==> src/rtl/ahb_sram_bridge_bwe.sv <==
// AHB-lite slave to single-port synchronous SRAM with per-byte write enables from HSIZE/HADDR.
// Latency: reads and writes are zero-wait; SRAM read data is returned in the data-phase cycle.
// Backpressure: one wait state on a write directly followed by a read; two-cycle ERROR on illegal transfers.
module ahb_sram_bridge_bwe #(
    parameter  int ADDR_W = 12,
    parameter  int DATA_W = 32,
    localparam int BE_W   = DATA_W / 8,
    localparam int LSB_W  = $clog2(BE_W),
    localparam int WA_W   = ADDR_W - LSB_W
) (
    input  logic              I_HCLK,
    input  logic              I_HRESET,
    input  logic              I_HSEL,
    input  logic              I_HREADY,
    input  logic [ADDR_W-1:0] I_HADDR,
    input  logic [1:0]        I_HTRANS,
    input  logic              I_HWRITE,
    input  logic [2:0]        I_HSIZE,
    input  logic [DATA_W-1:0] I_HWDATA,
    output logic [DATA_W-1:0] O_HRDATA,
    output logic              O_HREADYOUT,
    output logic              O_HRESP,
    output logic [WA_W-1:0]   O_MADDR,
    output logic [DATA_W-1:0] O_MWDATA,
    output logic              O_MWREN,
    output logic [BE_W-1:0]   O_MBE,
    output logic              O_MREN,
    input  logic [DATA_W-1:0] I_MRDATA
);

    typedef enum logic [2:0] {
        ST_IDLE,
        ST_READ,
        ST_WRITE,
        ST_STALL,
        ST_ERR1,
        ST_ERR2
    } state_t;

    typedef struct packed {
        logic [WA_W-1:0] addr;
        logic [BE_W-1:0] be;
    } wr_req_t;

    state_t  state;
    wr_req_t wr_q;

    logic [LSB_W-1:0] hoff;
    logic [WA_W-1:0]  hword;
    logic             size_ok;
    logic             align_ok;
    logic             legal;
    logic             vap;
    logic             collide;
    logic             decode;
    logic             unused_trans;

    // Low address bits that must be zero for a transfer of 2^sz bytes.
    function automatic logic [LSB_W-1:0] align_mask(input logic [2:0] sz);
        logic [LSB_W-1:0] m;
        m = '0;
        for (int i = 0; i < LSB_W; i++) begin
            m[i] = (i < int'(sz));
        end
        return m;
    endfunction

    function automatic logic [BE_W-1:0] byte_mask(input logic [2:0] sz, input logic [LSB_W-1:0] off);
        logic [BE_W-1:0] m;
        int lo;
        int n;
        m  = '0;
        lo = int'(off);
        n  = 1 << sz;
        for (int i = 0; i < BE_W; i++) begin
            m[i] = (i >= lo) && (i < lo + n);
        end
        return m;
    endfunction

    assign hoff         = I_HADDR[LSB_W-1:0];
    assign hword        = I_HADDR[ADDR_W-1:LSB_W];
    assign size_ok      = (I_HSIZE <= 3'(LSB_W));
    assign align_ok     = (hoff & align_mask(I_HSIZE)) == '0;
    assign legal        = size_ok & align_ok;
    assign vap          = I_HSEL & I_HREADY & I_HTRANS[1];
    assign unused_trans = I_HTRANS[0];

    // Collision ignores I_HREADY: on the bus it is our own HREADYOUT, so using it would close a loop.
    assign collide = (state == ST_WRITE) & I_HSEL & I_HTRANS[1] & ~I_HWRITE & legal;
    assign decode  = (state != ST_ERR1) & ~collide;

    always_ff @(posedge I_HCLK or posedge I_HRESET) begin
        if (I_HRESET) begin
            state <= ST_IDLE;
            wr_q  <= '0;
        end else if (state == ST_ERR1) begin
            state <= ST_ERR2;
        end else if (collide) begin
            state <= ST_STALL;
        end else if (vap) begin
            if (!legal) begin
                state <= ST_ERR1;
            end else if (I_HWRITE) begin
                state      <= ST_WRITE;
                wr_q.addr  <= hword;
                wr_q.be    <= byte_mask(I_HSIZE, hoff);
            end else begin
                state <= ST_READ;
            end
        end else begin
            state <= ST_IDLE;
        end
    end

    assign O_MWREN     = (state == ST_WRITE);
    assign O_MBE       = O_MWREN ? wr_q.be : '0;
    assign O_MADDR     = O_MWREN ? wr_q.addr : hword;
    assign O_MWDATA    = I_HWDATA;
    // Read strobe is gated by reset so nothing reaches the SRAM while reset is held.
    assign O_MREN      = decode & vap & legal & ~I_HWRITE & ~I_HRESET;
    assign O_HRDATA    = I_MRDATA;
    assign O_HREADYOUT = (state != ST_ERR1) & ~collide;
    assign O_HRESP     = (state == ST_ERR1) | (state == ST_ERR2);

endmodule

==> config.mk <==
export PLATFORM = sky130hd
export DESIGN_NAME = ahb_sram_bridge_bwe
export DESIGN_NICKNAME = d
export VERILOG_FILES = /design/src/rtl/ahb_sram_bridge_bwe.sv
export SDC_FILE = /design/constraint.sdc
export NUM_CORES = 1
export LEC_CHECK = 0
export CORE_ASPECT_RATIO = 0.6
export CORE_MARGIN = 3
export CORE_UTILIZATION = 29
export CTS_BUF_LIST = sky130_fd_sc_hd__clkbuf_8
export DETAILED_ROUTE_END_ITERATION = 6
export PLACE_DENSITY = 0.86
export RECOVER_POWER = 25
export SYNTH_ARGS = -nofsm -noshare
export SYNTH_HDL_FRONTEND = slang
export SYNTH_SLANG_ARGS = --single-unit
==> constraint.sdc <==
create_clock -name I_HCLK -period 1.8 [get_ports I_HCLK]
set_input_delay 0.18 -clock I_HCLK [delete_from_list [all_inputs] [get_ports I_HCLK]]
set_output_delay 0.18 -clock I_HCLK [all_outputs]
set_load 0.03 [all_outputs]
==> results of run 1 <==
## placed cells by master (no fill, tap or decap), types with 2 or more instances in the layout
cell type / count
a21oi_1: 2
and2_4: 3
buf_12: 5
buf_2: 4
buf_4: 23
buf_6: 11
clkbuf_2: 2
clkbuf_8: 3
clkdlybuf4s50_1: 15
dfrtp_1: 17
ha_1: 2
mux2_2: 11
mux2_4: 11
nand2_1: 3
nor2_1: 3
nor2b_1: 2
nor3_1: 3
o21ai_0: 3
o31ai_1: 2
## kinds of logic after synthesis
logic type	share of synthesized area [%]
AOI/OAI and AO/OA	5.182
adders and majority gates	2.915
buffers and inverters	33.28
DFF	27.53
muxes	19.11
and+or+nand+nor	11.98
## metal layers
layer,track usage (%),vias up
met5,0,-
met4,2.017,0
met3,7.804,2
met2,14.44,47
met1,13.80,475
li1,-,443
## state kept, by name, summed over array words and instances, names as in the netlist
register and cells:
wr_q 14, state 3
## final timing paths
check	endpoint	slack [ns]	depth (start not counted)
worst max-delay path	O_MADDR[4]	0.03	4
worst min-delay path	O_HRDATA[8]	0.36	0
worst max register to register	wr_q[11]	0.12	6
worst min register to register	wr_q[5]	0.50	1
max in group asynchronous	wr_q[8]	1.00	2
min in group asynchronous	state[1]	0.38	2
## where the power goes
group / switching (mW) / total [mW] / internal [mW]
clock: 0.126 / 0.279 / 0.153
combinational: 0.249 / 0.577 / 0.328
sequential: 0.0704 / 0.567 / 0.497
total: 0.446 / 1.42 / 0.977
## worst max-delay path: stages, from the launching register on
cell and delay, ns:
dfrtp_1 0.40, nor3b_4 0.27, buf_12 0.17, mux2_2 0.32, buf_2 0.18
## final cells by class
| class | instances | area (sq um) | area share, % |
|---|---|---|---|
| inverters | 1 | 3.754 | 0.2092 |
| repair buffers | 61 | 589.3 | 32.85 |
| well taps | 63 | 78.83 | 4.393 |
| multi-input cells | 66 | 650.6 | 36.26 |
| clock buffers | 3 | 41.29 | 2.301 |
| clock inverters | 1 | 5.005 | 0.2789 |
| flip-flops and latches | 17 | 425.4 | 23.71 |
## timing repair
action / 4_1_cts / 5_1_grt
pin swaps: 4 / 4
resized for setup: 84 / 16
setup buffers: 4 / 0
setup endpoints to repair: 29 / 29
==> impl_metrics.csv, run 1 <==
group,metric,value,unit
timing,drv_slew,0,
yosys,synth-edff-count,0,
yosys,syn-instance-count,151,
timing,setup-violations-final,0,
power,power_leakage,0.8007,nW
placement,place_congestion,0.8139,
routing,vias_per_cell,4.561,
yosys,synth-seq-cells,17,
yosys,synth_top_area_share,31.09,%
power,power.density,793.1,nW/um^2
layout,postLayoutCellArea,1794,sq um
placement,detailed_place_hpwl,2.563,mm
setup_path,worst_ep_arrival_time,1.59,ns
yosys,ys.warnings.count,0,
yosys,synth_area,1545,sq um
routing,drc,0,
setup_path,crit_fanout,9,
layout,area.growth.synth_to_final,16.11,%
routing,wl_met2,1.462,mm
routing,vias,967,
worst_hold_path,hold_class,"in -> out",
timing,skew,0.002548,ns
timing,worst_pin_slew,0.6549,ns
clocking,numCtsBuffers,3,
power,peakVddDrop,0.0002254,V
floorplanning,io_pins,168,
global_route,grt_pass1_wl,5.368,mm
routing,met1_length,1.416,mm
routing,top_layer_used,"met4",
global_route,grt_max_degree,18,
yosys,synth_nets,240,
floorplanning,dieWidth,100.2,um
timing,slew-limit-headroom,56.29,%
yosys,synth_seq_area_share,27.53,%
yosys,synth_top_flop_cell,"dfrtp_1",
floorplanning,start_util,31.86,%
timing,period_share,98.54,%
routing,dr.pass1.iters,4,
global_route,antenna_found_initial,0,
worst_hold_path,hold_path_startpoint,"I_MRDATA[8]",
yosys,synth_area_per_cell,10.23,sq um
timing,worst_slack,0.02628,ns
setup_path,rr_startpoint,"state[0]",
layout,fin_cells,212,
clocking,cts.path.max_buffers,2,
power,finalPower,1.423,mW
layout,fillers,497,
floorplanning,die_area,6269,sq um
clocking,clock_latency,0.25,ns
flow_run,cap_violations,0,
routing,drtIter0Drc,30,
placement,io_buffer_count,38,
routing,finalWirelength,3.225,mm
timing,rsz0062_at_grt,"yes",
yosys,ys_async_sr_fraction,100.0,%
timing,setup_tns,0,ns
yosys,netlist_top_cells_count,"buf_4, dfrtp_1, mux2_2, mux2_4",
yosys,yosysTopAreaCell,"buf_4",
clocking,cts.htree.levels,1,
timing,holdWs,0.3600,ns
layout,nets,239,
layout,fin_util,37.00,%
routing,antenna_left,0,
global_route,grt_usage,10.72,%
clocking,ctsHoldBuffers,0,
clocking,clkTransAtPathRegs,0.07,ns
floorplanning,rows,19,
placement,place_ws,-0.5560,ns
clocking,cts.sinks,17,
placement,dpl-instance-area,1687,sq um
clocking,cts_tree,"built",
routing,wl_per_cell,15.21,um
global_route,grt_overflow,0,
timing,period_needed,1.774,ns
floorplanning,die_height,62.54,um
timing,max_freq,563.8,MHz
placement,place_inst,204,
setup_path,cp.required,1.62,ns
global_route,grt_pass1_vias,1025,
layout,n_antenna_cell,0,
setup_path,critPathKind,"reg -> out",
clocking,cts_root_buf,"clkbuf_8",
layout,drive_gt1_share,57.05,%
yosys,ys_types,33,
setup_path,cp-startpoint,"state[2]",
routing,wl_met3,325,um
setup_path,endpoint_kind,"output pin",
outcome,status,"completed",
yosys,synth.area.top_cells,"buf_4, dfrtp_1, mux2_4, mux2_2, and2_1",
yosys,yosysMostFrequentCell,"buf_4",
setup_path,startpoint_type,"register",
timing,finalHoldViolations,0,
floorplanning,core_area,4850,sq um
(Power assumes the default switching activity.)
==> run 2: changes to the inputs <==
--- a/config.mk
+++ b/config.mk
@@ -9,6 +9,7 @@
 export CORE_MARGIN = 3
 export CORE_UTILIZATION = 29
 export CTS_BUF_LIST = sky130_fd_sc_hd__clkbuf_8
+export CTS_CLUSTER_SIZE = 8
 export DETAILED_ROUTE_END_ITERATION = 6
 export PLACE_DENSITY = 0.86
 export RECOVER_POWER = 25
==> results of run 2 <==
The final DEF is identical to that of run 1; final timing and power are the same.
==> run 3: changes to the inputs <==
--- a/config.mk
+++ b/config.mk
@@ -11,8 +11,11 @@
 export CTS_BUF_LIST = sky130_fd_sc_hd__clkbuf_8
 export CTS_CLUSTER_SIZE = 8
 export DETAILED_ROUTE_END_ITERATION = 6
+export GPL_ROUTABILITY_DRIVEN = 0
+export GPL_TIMING_DRIVEN = 0
 export PLACE_DENSITY = 0.86
 export RECOVER_POWER = 25
+export SLEW_MARGIN = 30
 export SYNTH_ARGS = -nofsm -noshare
 export SYNTH_HDL_FRONTEND = slang
 export SYNTH_SLANG_ARGS = --single-unit
==> impl_metrics.csv, run 3 (synthesized netlist as in run 1, its figures left out) <==
group,metric,value,unit
outcome,status,"completed",
layout,final_cell_mix,"clkdlybuf4s50_1, buf_4, mux2_4, dfrtp_1, buf_6",
global_route,grt_usage,15.11,%
floorplanning,core_area,4850,sq um
timing,period_needed,1.746,ns
setup_path,critical_path.most_common_cell,"buf_6",
worst_hold_path,hold_class,"in -> reg",
routing,vias_per_cell,4.205,
global_route,grt_pass1_vias,1461,
clocking,numCtsBuffers,3,
clocking,clock_latency,0.25,ns
placement,place_ws,-0.9908,ns
layout,nets,354,
layout,max_flop_register,"wr_q",
timing,drv_slew,0,
timing,slew-limit-headroom,54.78,%
layout,fin_cells,327,
clocking,cts.sinks,17,
floorplanning,io_pins,168,
routing,drc,0,
setup_path,cp.required,1.62,ns
power,peakVddDrop,0.0003291,V
setup_path,crit_fanout,5,
setup_path,worst_ep_arrival_time,1.57,ns
placement,io_buffer_count,102,
layout,fillers,432,
timing,worst_pin_slew,0.6776,ns
routing,dr.pass1.iters,4,
timing,setup-violations-final,0,
power,power.density,623.9,nW/um^2
power,power_leakage,1.301,nW
power,finalPower,1.756,mW
layout,reg_top3,"wr_q (14), state (3)",
floorplanning,die_height,62.54,um
layout,area.growth.synth_to_final,82.11,%
placement,detailed_place_hpwl,4.114,mm
floorplanning,rows,19,
clocking,cts.path.max_buffers,2,
clocking,clkTransAtPathRegs,0.06,ns
layout,layout_commonest_cell,"clkdlybuf4s50_1",
routing,vias,1375,
layout,largest_reg_flops,14,
setup_path,crit_chain,"nor3b_2 > buf_4 > buf_6 > mux2_4 > buf_6",
setup_path,crit_path_top_delay_cell,"dfrtp_1",
floorplanning,dieWidth,100.2,um
setup_path,slowest_delay,0.40,ns
timing,rsz0062_at_grt,"yes",
routing,antenna_left,0,
floorplanning,die_area,6269,sq um
timing,worst_slack,0.05357,ns
setup_path,endpoint_kind,"output pin",
timing,period_share,97.02,%
setup_path,critPathKind,"reg -> out",
floorplanning,start_util,31.86,%
timing,skew,0.001269,ns
clocking,cts_tree,"built",
routing,drtIter0Drc,40,
routing,finalWirelength,4.868,mm
global_route,antenna_found_initial,0,
clocking,cts_root_buf,"clkbuf_8",
timing,finalHoldViolations,0,
global_route,grt_pass1_wl,7.548,mm
global_route,grt_overflow,0,
routing,wl_per_cell,14.89,um
clocking,cts.htree.levels,1,
setup_path,startpoint_type,"register",
global_route,grt_max_degree,18,
layout,drive_gt1_share,48.86,%
placement,place_inst,316,
timing,max_freq,572.6,MHz
layout,n_antenna_cell,0,
flow_run,cap_violations,0,
[run 3: cell types whose count changed in the layout (fill, tap and decap cells not counted), moves of 2 or more]
cell,previous run,this run
and2_4,3,0
buf_4,23,71
mux2_2,11,2
clkdlybuf4s15_2,0,2
dlygate4sd2_1,0,2
and2_1,1,4
mux2_4,11,20
buf_12,5,1
clkdlybuf4s50_1,15,74
dlygate4sd3_1,0,6
[run 3: cell type report]
class                           instances  area, sq um  share of cell area (%)
Sequential cell                        17        425.4                   15.12
Clock inverter                          1        3.754                  0.1334
Tap cell                               63        78.83                   2.801
Multi-Input combinational cell         66        681.9                   24.23
Inverter                                1        3.754                  0.1334
Clock buffer                            3        41.29                   1.467
Timing Repair Buffer                  109         1056                   37.53
Buffer                                 67        523.0                   18.59
[run 3: layer usage]
layer  wire length (um)  vias up  global-route usage, %
li1                   -      681                      -
met1               1881      648                  18.31
met2               2745       42                  27.39
met3                191        4                  3.567
met4                 49        0                  2.521
met5                  0        -                      0
[run 3: final timing paths]
path | startpoint | to | slack, ns | cells past startpoint
worst max-delay path | state[0] | O_MADDR[1] | 0.05 | 5
worst min register to register | wr_q[2] | wr_q[2] | 0.50 | 2
max in group asynchronous | I_HRESET | wr_q[13] | 0.98 | 2
worst max register to register | state[0] | wr_q[3] | 0.06 | 5
worst min-delay path | I_HADDR[0] | wr_q[2] | 0.38 | 4
min in group asynchronous | I_HRESET | wr_q[2] | 0.39 | 2
[run 3: what timing repair did]
item,in CTS,in global routing
setup buffers,4,3
endpoints found under the setup margin,31,26
hold endpoints to repair,0,0
resized for setup,96,49
cloned,0,0
pin swaps,3,2
hold buffers,0,0
[run 3: stage by stage]
stage | hold WS, ns | instance area, sq um | util, % | TNS [ns]
6_report | 0.3754 | 2814 | 58.02 | 0
2_1_floorplan | 0.1061 | 1545 | - | 0
3_3_place_gp | 0.4839 | 2645 | 54.54 | -10.63
4_1_cts | 0.4264 | 2714 | 55.96 | -0.06374
3_5_place_dp | 0.4853 | 2645 | 54.54 | -11.47
5_1_grt | 0.4202 | 2814 | 58.02 | -0.05145
[run 3: power by group]
group | internal [mW] | switching (mW) | leakage [nW] | total, mW
Clock | 0.151 | 0.126 | 0.0269 | 0.277
Combinational | 0.476 | 0.440 | 1.05 | 0.916
Sequential | 0.497 | 0.0661 | 0.222 | 0.563
[run 3: critical path, delay by kind of cell, from the launching register on]
kind                   cells  cell delay (ns)
buffers and inverters      3             0.43
DFF                        1             0.40
muxes                      1             0.31
and+or+nand+nor            1             0.18
